--- src/rtl/adder_pkg.sv ---
// Shared types and the Kogge-Stone combine for the pipelined prefix adder.
// Pure definitions: no state, no latency, no flow control.
package adder_pkg;

  localparam int MAX_WIDTH = 64;

  typedef struct packed {
    logic g;
    logic p;
  } gp_t;

  // Group (hi) absorbs the lower group (lo) it sits directly above.
  function automatic gp_t gp_combine(gp_t hi, gp_t lo);
    gp_t r;
    r.g = hi.g | (hi.p & lo.g);
    r.p = hi.p & lo.p;
    return r;
  endfunction

endpackage

--- src/rtl/prefix_cell.sv ---
// One generate/propagate combine node of the prefix tree.
// Purely combinational: zero latency, no flow control.
module prefix_cell
  import adder_pkg::*;
(
  input  logic [1:0] hi,
  input  logic [1:0] lo,
  output logic [1:0] o
);

  assign o = gp_combine(gp_t'(hi), gp_t'(lo));

endmodule

--- src/rtl/pipelined_prefix_adder.sv ---
// Kogge-Stone add/sub with one register per prefix level; LEVELS+2 cycles in to out.
// Fixed-depth shift with a global enable: a stalled output freezes every stage; in_ready = !stall.
module pipelined_prefix_adder
  import adder_pkg::*;
#(
  parameter int WIDTH  = 16,
  parameter int LEVELS = $clog2(WIDTH)
) (
  input  logic             clk,
  input  logic             rst_n,
  input  logic             in_valid,
  output logic             in_ready,
  input  logic [WIDTH-1:0] a,
  input  logic [WIDTH-1:0] b,
  input  logic             cin,
  input  logic             sub,
  output logic             out_valid,
  input  logic             out_ready,
  output logic [WIDTH-1:0] sum,
  output logic             cout,
  output logic             ovf,
  output logic             zero
);

  // Position 0 of every gp vector is the carry-in; bit i of the operands lives at i+1.
  logic             w_stall;
  logic             w_en;
  logic [WIDTH-1:0] w_b;
  logic             w_c0;
  gp_t  [WIDTH:0]   w_gp0;
  gp_t  [WIDTH:0]   w_lvl [1:LEVELS];
  gp_t  [WIDTH:0]   w_fin;
  logic [WIDTH-1:0] w_carry;
  logic [WIDTH-1:0] w_unused_p;
  logic [WIDTH-1:0] w_sum;
  logic             w_cout;
  logic             w_ovf;

  gp_t  [WIDTH:0]   r_gp [0:LEVELS];
  logic [WIDTH-1:0] r_p  [0:LEVELS];
  logic [LEVELS:0]  r_vld;
  logic             r_out_vld;
  logic [WIDTH-1:0] r_sum;
  logic             r_cout;
  logic             r_ovf;
  logic             r_zero;

  assign w_stall  = r_out_vld & ~out_ready;
  assign w_en     = ~w_stall;
  assign in_ready = w_en;

  assign w_b  = sub ? ~b : b;
  assign w_c0 = sub | cin;

  always_comb begin
    w_gp0    = '0;
    w_gp0[0] = '{g: w_c0, p: 1'b0};
    for (int i = 0; i < WIDTH; i++) begin
      w_gp0[i+1] = '{g: a[i] & w_b[i], p: a[i] ^ w_b[i]};
    end
  end

  for (genvar k = 1; k <= LEVELS; k++) begin : g_level
    localparam int D = 1 << (k - 1);
    for (genvar j = 0; j <= WIDTH; j++) begin : g_pos
      if (j >= D) begin : g_cell
        prefix_cell u_cell (
          .hi (r_gp[k-1][j]),
          .lo (r_gp[k-1][j-D]),
          .o  (w_lvl[k][j])
        );
      end else begin : g_pass
        assign w_lvl[k][j] = r_gp[k-1][j];
      end
    end
  end

  // LEVELS levels span WIDTH positions, so only the MSB group misses the
  // carry-in slot; one extra combine closes it for cout.
  assign w_fin = r_gp[LEVELS];

  always_comb begin
    w_carry    = '0;
    w_unused_p = '0;
    for (int i = 0; i < WIDTH; i++) begin
      w_carry[i]    = w_fin[i].g;
      w_unused_p[i] = w_fin[i].p;
    end
  end

  assign w_sum  = r_p[LEVELS] ^ w_carry;
  assign w_cout = w_fin[WIDTH].g | (w_fin[WIDTH].p & w_fin[0].g);
  assign w_ovf  = w_cout ^ w_fin[WIDTH-1].g;

  always_ff @(posedge clk or negedge rst_n) begin
    if (!rst_n) begin
      r_vld     <= '0;
      for (int s = 0; s <= LEVELS; s++) begin
        r_gp[s] <= '0;
        r_p[s]  <= '0;
      end
      r_out_vld <= 1'b0;
      r_sum     <= '0;
      r_cout    <= 1'b0;
      r_ovf     <= 1'b0;
      r_zero    <= 1'b0;
    end else if (w_en) begin
      r_vld <= {r_vld[LEVELS-1:0], in_valid};
      if (in_valid) begin
        r_gp[0] <= w_gp0;
        r_p[0]  <= a ^ w_b;
      end
      for (int s = 1; s <= LEVELS; s++) begin
        r_gp[s] <= w_lvl[s];
        r_p[s]  <= r_p[s-1];
      end
      r_out_vld <= r_vld[LEVELS];
      r_sum     <= w_sum;
      r_cout    <= w_cout;
      r_ovf     <= w_ovf;
      r_zero    <= ~|w_sum;
    end
  end

  assign out_valid = r_out_vld;
  assign sum       = r_sum;
  assign cout      = r_cout;
  assign ovf       = r_ovf;
  assign zero      = r_zero;

endmodule

--- config.mk ---
export PLATFORM = sky130hd
export DESIGN_NAME = pipelined_prefix_adder
export DESIGN_NICKNAME = d
export VERILOG_FILES = /design/src/rtl/adder_pkg.sv /design/src/rtl/prefix_cell.sv /design/src/rtl/pipelined_prefix_adder.sv
export SDC_FILE = /design/constraint.sdc
export NUM_CORES = 1
export LEC_CHECK = 0
export ABC_AREA = 1
export ABC_CLOCK_PERIOD_IN_PS = 1300
export CAP_MARGIN = 0
export CORE_MARGIN = 4
export CORE_UTILIZATION = 35
export CTS_CLUSTER_SIZE = 30
export DETAILED_ROUTE_END_ITERATION = 8
export RECOVER_POWER = 100
export SYNTH_ARGS = -nofsm -noshare
export SYNTH_HDL_FRONTEND = slang
export SYNTH_HIERARCHICAL = 1
export SYNTH_SLANG_ARGS = --single-unit
--- constraint.sdc ---
create_clock -name clk -period 1.3 [get_ports clk]
set_clock_uncertainty 0.15 [all_clocks]
set_input_delay 0.26 -clock clk [delete_from_list [all_inputs] [get_ports clk]]
set_output_delay 0.26 -clock clk [all_outputs]
set_load 0.05 [all_outputs]
Word level (Yosys, flattened, before mapping)
Cells that the tools add are included.

storage, ports and cells
  logic and storage cells = 340
  input bits = 38
  bits in registers = 244
  output and inout bits = 21

cells by class
  muxes and demuxes = 1
  bitwise logic cells = 186
  reduce and logical (&&, ||, !) cells = 3

operators with widths
  cell                 count
  AND 1 bit            109
  OR 1 bit             55
  bitwise XOR 16 bit   2
  bitwise XOR 1 bit    17
  two-way mux 16 bit   1
  NOT 16 bit           1
  OR reduction 16 bit  1
  NOT 1 bit            2
  AND reduction 2 bit  1
  logical NOT 1 bit    1

Longest topological paths before layout
  depth in word-level cells = 4
  depth in mapped cells = 8
  gate-level depth less buffers = 8

Hierarchy
The synthesis kept the hierarchy.

modules (own cells, without submodules)
  module                  times used  area an instance (um^2)  sequential area each (um^2)  cells an instance
  pipelined_prefix_adder  1           9,524.1                  5,980.7                      1,063
  prefix_cell             53          18.8                     0.0                          5

Worst setup path after synthesis
Ideal clock, no wire load.

  path kind = reg-to-output
  start = reg r_out_vld (netlist: out_valid)
  end = out in_ready
  data required time = 0.890 ns
  buffers on the path = 2
  cell stages (with the launch flop) = 4
  arrival = 1.240 ns
  path slack = -0.350 ns
  path through = dfrtp_1 -> nand2_4 -> buf_4 -> buf_2

on the way
  cells in the longest elaborated chain, start to end = 2

ends and longest elaborated chain
  item                      RTL line                       text
  start: declaration        pipelined_prefix_adder.sv:42   logic r_out_vld;
  start signal: assignment  pipelined_prefix_adder.sv:117  r_out_vld <= r_vld[LEVELS];
  AND 1 bit                 pipelined_prefix_adder.sv:48   assign w_stall = r_out_vld & ~out_ready;
  NOT 1 bit (no line)       --
  end: declaration          pipelined_prefix_adder.sv:12   output logic in_ready,

No other way between the ends.

Worst setup path in the final report
Same ends and word-level chain as after synthesis.

==> results.json <==
{
  "slew_headroom_pct": 42.3,
  "violations": "negative setup slack",
  "end_kind": "output port",
  "rsz0062_at_grt": "yes",
  "peakVddDrop_mv": 0.965,
  "clk_latency_ns": 0.51,
  "drc": 0,
  "rr_startpoint": "out_valid",
  "worst_pin_slew_ns": 0.865,
  "cts_buffer_depth": 3,
  "leakage_nw": 7.53,
  "clock_sinks": 228,
  "crit_start": "out_valid",
  "routed_wl_um": 24900,
  "place.gp.congestion": 0.780,
  "grt_antenna_before_repair": 0,
  "fmax_ghz": 0.598,
  "cts_tree": "yes",
  "die_h_um": 177,
  "setup_viol": 279,
  "wl_per_cell_um": 14.0,
  "dp_slack_ns": -0.523,
  "nFillCells": 2616,
  "finalCritPeriodShare_pct": 129,
  "multiInputGateArea_um2": 3800,
  "final_nets": 1444,
  "ys_warn_count": 6,
  "grt_usage_pct": 15.4,
  "powerDensity_nw_per_um2": 2270,
  "synth_nets": 1307,
  "outcome": "complete, but fails checks",
  "worstPathRequired_ns": 0.89,
  "grt_max_degree": 46,
  "drtPass1Iterations": 5,
  "avgViaCountPerCell": 4.44,
  "dieArea_um2": 31400,
  "hold_path_class": "input port to async pin",
  "cp_data_arrival_time_ns": 1.26,
  "final_hold_viol_count": 0,
  "drive_gt1_share_pct": 16.4,
  "antenna_left": 0,
  "syn_to_final_growth_pct": 37.8,
  "io_buffers": 58,
  "crit_type": "register to output port",
  "synth_cells": 1253,
  "syn_area_per_cell_um2": 7.98,
  "clkPwrFrac_pct": 22.0,
  "setup_ws_ns": -0.372,
  "root_buffer": "clkbuf_16",
  "dr_wl_met2_um": 11900,
  "initial_core_util_pct": 35.7,
  "critPathLaunchType": "register",
  "p_int_w": 0.0201,
  "clk_pin_slew_ns": 0.06,
  "place_hpwl_um": 14400,
  "drt-met1-wl_um": 11500,
  "top_layer": "met4",
  "grt_pass1_vias": 7788,
  "wl_met3_um": 978,
  "drt-initial-drc-count": 608,
  "min_period_ns": 1.67,
  "fin_util_pct": 49.2,
  "n_antenna_cell": 0,
  "cts-buffers-inserted": 25,
  "cts.htree.levels": 1,
  "io_pins": 59,
  "total_power_w": 0.0313,
  "sw_frac_of_total_pct": 35.8,
  "slew_viol_final": 0,
  "num_vias": 7905,
  "power_frac_comb_pct": 39.6,
  "core_um2": 28000,
  "worstPathMaxFanout": 2,
  "cap_violations": 0,
  "seqPwrFrac_pct": 38.4,
  "grt_first_pass_wirelength_um": 39700,
  "p_sw_w": 0.0112,
  "num_rows": 61,
  "synth_area_um2": 10000,
  "place_area_um2": 11500,
  "seqCellArea_um2": 5710,
  "postLayoutCellArea_um2": 13800,
  "fp.dieW_um": 177,
  "gr-total-overflow": 0
}
-- layer usage --
layer	track usage (%)	up-vias
met5	0	-
met4	3.84	0
met3	2.16	41
met2	25.5	150
met1	21.5	3694
li1	-	4020
-- sequential cells by signal (all words and copies together), names as in the netlist --
name       count
zero           1
r_gp         124
ovf            1
sum           16
r_vld          5
cout           1
r_p           79
out_valid      1
-- power by group through the flow --
stage / Combinational (W) / Clock (W) / Sequential [W]
after floorplan: 0.00501 / 0 / 0.0122
after global placement: 0.00898 / 0 / 0.0119
after detailed placement: 0.00912 / 0 / 0.0120
after CTS: 0.0112 / 0.00704 / 0.0119
after global routing: 0.0137 / 0.00737 / 0.0124
final: 0.0124 / 0.00689 / 0.0120
-- through the flow --
| stage | hold WS (ns) | TNS (ns) | cells |
|---|---|---|---|
| finish | 0.256 | -61.66 | 1782 |
| global route | 0.259 | -98.69 | 1782 |
| CTS | 0.0541 | -59.11 | 1761 |
| detailed placement | -0.00443 | -94.71 | 1680 |
| global placement | -0.00361 | -93.70 | 1680 |
| floorplan | -0.186 | -7.74 | 1253 |
-- worst paths after layout --
check	end	slack (ns)	cells past startpoint
max	in_ready	-0.37	3
min	sum[11]	0.26	2
max reg2reg	r_gp[77]	-0.37	8
min reg2reg	out_valid	0.32	2
max in group asynchronous	r_gp[126]	-0.02	3
min in group clk	r_gp[137]	0.27	3
-- cells in the final DEF (no fill, tap or decap), types with 19 or more instances in the layout --
cell type	n
nand2_1	693
dfrtp_1	226
buf_12	38
nand2_2	35
buf_4	40
clkbuf_16	34
o21ai_2	19
clkdlybuf4s50_1	36
inv_1	121
-- critical path: stages (launching register included) --
cell and delay [ns]:
dfrtp_2 0.44, nand2_8 0.09, buf_16 0.10, buf_12 0.12
-- final cells by class --
cell class	count	area share (%)
sequential	228	41.4
multi-input combinational	850	27.6
timing repair buffer	159	18.0
clock buffer	33	4.83
inverter	123	3.56
tap	378	3.43
clock inverter	8	0.835
timing repair inverter	3	0.354
-- repair_timing --
item	CTS	global route
setup buffers	17	11
hold buffers	1	0
endpoints found under the hold margin	228	0
gates resized for setup	63	100
gates cloned	22	13
pin swaps	1	4
endpoints found under the setup margin	148	249
(Power assumes the default switching activity.)
==> RTL edit 1: new RTL, same settings <==
Change the parameter `WIDTH` from 16 to 8.
--- a/src/rtl/pipelined_prefix_adder.sv
+++ b/src/rtl/pipelined_prefix_adder.sv
@@ -3,7 +3,7 @@
 module pipelined_prefix_adder
   import adder_pkg::*;
 #(
-  parameter int WIDTH  = 16,
+  parameter int WIDTH  = 8,
   parameter int LEVELS = $clog2(WIDTH)
 ) (
   input  logic             clk,
Interface: changed (resized a, b and sum); port bits go from 59 to 35. The function was not compared with the original's and may differ.
==> RTL edit 1 against the original RTL <==
The run still ends with negative setup slack left; critical path depth increased by 1; die area shrank 55%; non-clock buffer count shrank 84; routed wire length fell by 65%; area after synthesis is 58% lower; worst setup slack improved by 150 ps; sequential cell count shrank 131; final area fell by 58%; sequential share of layout area is 1.0 points higher; total power is 59% lower; sequential power down 57%; critical path type is now in2out; largest power group unchanged.
==> RTL edit 1: results (changes against the original RTL) <==
stage	metric	value	unit	change
power_and_ir_drop	ir_drop	0.000663	V	-31%
place	hpwl	5700	microns	-60%
outcome	violations	negative setup slack		
sta	maxSlewHeadroom	75.7	%	+33 points
cells_and_area	layout-drive-gt1-share	19.3	%	+2.9 points
setup_path	critPathTopFamily	buffers and inverters		
global_routing	grt_use_met1	16.6	%	-4.9 points
power_and_ir_drop	power_density	2230	nW/um^2	-2.1%
detailed_routing	vias	3292		-58%
power_and_ir_drop	p_int	7960	uW	-60%
setup_path	arrival	1110	ps	-150 ps
setup_path	worstRegToRegCells	8		unchanged
yosys	synth_cells	532		-58%
place	gp_congestion	0.755		-3.2%
detailed_routing	wl_met2	4120	microns	-65%
power_and_ir_drop	powerComb	5190	uW	-58%
sta	setup_viol_count_final	104		-63%
place	place_inst	706		-58%
global_routing	use_met2	20.3	%	-5.2 points
sta	final.setup.worst_slack	-222	ps	+150 ps
global_routing	grt_pass1_vias	3221		-59%
global_routing	grtUsageMet3	2.91	%	+0.76 points
yosys	syn_nets	562		-57%
global_routing	grt_start_max_net_pins	41		-11%
detailed_routing	first_pass_iters	4		-1
sta	setup_tns	-9730	ps	+51920 ps
outcome	status	complete, but fails checks		
clocking	cts_htree_levels	3		+2
clocking	clockBufferDepth	2		-1
clocking	numCtsBuffers	9		-64%
power_and_ir_drop	seq_power	5170	uW	-57%
global_routing	track_usage	12.5	%	-2.9 points
cells_and_area	largest_reg_flops	50		-60%
place	place_area	5000	sq um	-57%
detailed_routing	wl_met3	330	microns	-66%
detailed_routing	drt_wl_total	8780	microns	-65%
place	io_buffers	34		-41%
setup_path	crit_slowest_cell	clkdlybuf4s50_1		
detailed_routing	post_drt_wl_per_cell	11.8	microns	-16%
hold_path	worstHoldPathType	in2async		
clocking	clkLatencyLatePin	340	ps	-170 ps
place	dp_worst_setup_slack	-442	ps	+80.6 ps
[RTL edit 1: area by class of cell]
class / count / area (sq um)
fill: 1087 / 5940
sequential: 97 / 2430
multi-input combinational: 364 / 1650
timing repair buffer: 75 / 1010
clock buffer: 10 / 229
inverter: 50 / 195
tap: 143 / 179
clock inverter: 6 / 35.0
[RTL edit 1: worst paths after layout]
check	endpoint	slack, ps	from
max	in_ready	-220	out_ready
min in group clk	out_valid	300	r_vld[3]
min reg2reg	out_valid	300	r_vld[3]
min	r_vld[3]	170	rst_n
max in group asynchronous	r_p[16]	190	rst_n
max reg2reg	r_gp[50]	-180	out_valid
[RTL edit 1: repair_timing]
| item | in CTS | in global routing |
|---|---|---|
| setup endpoints to repair | 86 | 109 |
| gates resized for setup | 12 | 65 |
| hold endpoints to repair | 97 | 0 |
| hold buffers | 1 | 0 |
| pin swaps | 1 | 9 |
| cloned | 0 | 7 |
| setup buffers | 7 | 8 |
==> RTL edit 2: new RTL, same flow settings <==
Made on the original files. Put one more register stage on the output `ovf`, cleared by the reset. The value now appears one clock later. The other outputs are not delayed to match.
--- a/src/rtl/pipelined_prefix_adder.sv
+++ b/src/rtl/pipelined_prefix_adder.sv
@@ -125,7 +125,13 @@
   assign out_valid = r_out_vld;
   assign sum       = r_sum;
   assign cout      = r_cout;
-  assign ovf       = r_ovf;
+  always_ff @(posedge clk or negedge rst_n) begin
+    if (!rst_n) begin
+      ovf <= '0;
+    end else begin
+      ovf <= r_ovf;
+    end
+  end
   assign zero      = r_zero;
 
 endmodule
Formal check against the unedited RTL: not equivalent (a bounded check fails within 10 cycles, from zero or initial values and one cycle with rst_n low).
==> RTL edit 2 against the original RTL <==
The flow still finishes with violations (negative setup slack); area after synthesis rose by 0.25%; count of clock-buffer cells in the layout is 4 higher; hold slack got worse by 53 ps; total power up 9.7%; worst setup slack got worse by 24 ps; final area rose by 9.7%; routed wire length up 18%; sequential cell count up 1; critical path type is now reg2reg; largest power group unchanged.
==> RTL edit 2: results (changes against the original RTL) <==
stage	metric	value	unit	change
sta	setup_tns	-66880	ps	-5230 ps
yosys	syn_nets	1308		+0.077%
floorplan	core	28000	sq um	unchanged
global_routing	track_usage	16.3	%	+0.93 points
detailed_routing	viasPerCell	4.66		+5.0%
clocking	numClockSinks	229		+0.44%
global_routing	grt_pass1_wl	41800	microns	+5.2%
cells_and_area	final_nets	1477		+2.3%
place	gp_congestion	0.769		-1.4%
cells_and_area	layout-drive-gt1-share	29.7	%	+13 points
clocking	clkTransAtPathRegs	60	ps	about the same
cells_and_area	multi_input_area_share	30.0	%	+2.4 points
outcome	status	complete, but fails checks		
cells_and_area	num-fill-cells	2406		-8.0%
cells_and_area	n_all_buffers	192		+21%
cells_and_area	sh_seq_area	37.9	%	-3.5 points
power_and_ir_drop	ir_drop	0.00115	V	+19%
cells_and_area	buffer_area_share	20.2	%	+2.1 points
sta	final.setup.worst_slack	-396	ps	-24.0 ps
detailed_routing	post_drt_wl_per_cell	16.1	microns	+15%
global_routing	grt_pass1_vias	7966		+2.3%
place	dp_worst_setup_slack	-487	ps	+35.5 ps
detailed_routing	drt_iter0_drc	517		-15%
clocking	cts_htree_levels	1		unchanged
place	hpwl	14700	microns	+2.2%
setup_path	critPathMaxStageDelay	450	ps	
power_and_ir_drop	p_int	21300	uW	+5.9%
place	place_area	11600	sq um	+0.26%
setup_path	cp_max_fo	12		+10
sta	final_max_slew_viol_count	0		unchanged
outcome	violations	negative setup slack		
setup_path	critPathTopFamily	buffers and inverters		
cells_and_area	clkCellAreaFrac	5.42	%	-0.24 points
sta	setup_viol_count_final	242		-13%
setup_path	arrival	1950	ps	+690 ps
cells_and_area	clockBufferCount	37		+12%
clocking	numCtsBuffers	26		+4.0%
global_routing	grt_start_max_net_pins	44		-4.3%
power_and_ir_drop	power.leakage	0.00830	uW	+10%
cells_and_area	inverters	124		-1.6%
sta	maxSlewHeadroom	54.6	%	+12 points
## RTL edit 2: changes by cell type in the layout (fill, tap and decap cells not counted), moves of 10 or more
cell	unedited run	this run
clkbuf_16	34	48
buf_12	38	53
buf_6	6	20
bufbuf_16	12	0
nand2_1	693	538
buf_4	40	28
o21ai_0	17	7
nand2_4	3	65
nand2_2	35	128
## RTL edit 2: routing by layer
metal | up-vias | routed length, microns | track usage, % | share of wire (%)
met1 | 4059 | 12300 | 22.2 | 42
met4 | 0 | 859 | 3.74 | 2.9
met5 | - | 0 | 0 | 0
met3 | 65 | 1420 | 2.11 | 4.8
met2 | 263 | 14800 | 28.1 | 50
li1 | 4083 | - | - | -
## RTL edit 2: metrics by stage
stage                     std cells  utilization (%)
final                          1819             54.0
after global routing           1819             54.0
after CTS                      1778             48.8
after detailed placement       1675             41.3
after global placement         1675             41.3
after floorplan                1254                -
## RTL edit 2: power by group through the flow
stage / combinational (uW) / clock [uW] / sequential [uW]
2_1_floorplan: 5010 / 0 / 12300
4_1_cts: 12000 / 7160 / 12000
5_1_grt: 15900 / 7510 / 12800
3_3_place_gp: 8940 / 0 / 12000
3_5_place_dp: 9090 / 0 / 12100
6_report: 14800 / 7040 / 12500
## RTL edit 2: repair_timing
item,in CTS,in global routing
hold buffers,1,0
setup buffers,31,31
resized for setup,104,340
pin swaps,5,27
endpoints found under the hold margin,229,0
gates cloned,25,29
endpoints found under the setup margin,160,247
## RTL edit 2: final timing paths
kind	slack [ps]	cells past startpoint	end	from
min in group clk	260	0	ovf	r_ovf
hold reg to reg	260	0	ovf	r_ovf
max in group asynchronous	100	3	sum[3]	rst_n
setup / recovery	-400	9	r_gp[62]	out_valid
hold / removal	200	2	ovf	rst_n
setup reg to reg	-400	9	r_gp[62]	out_valid
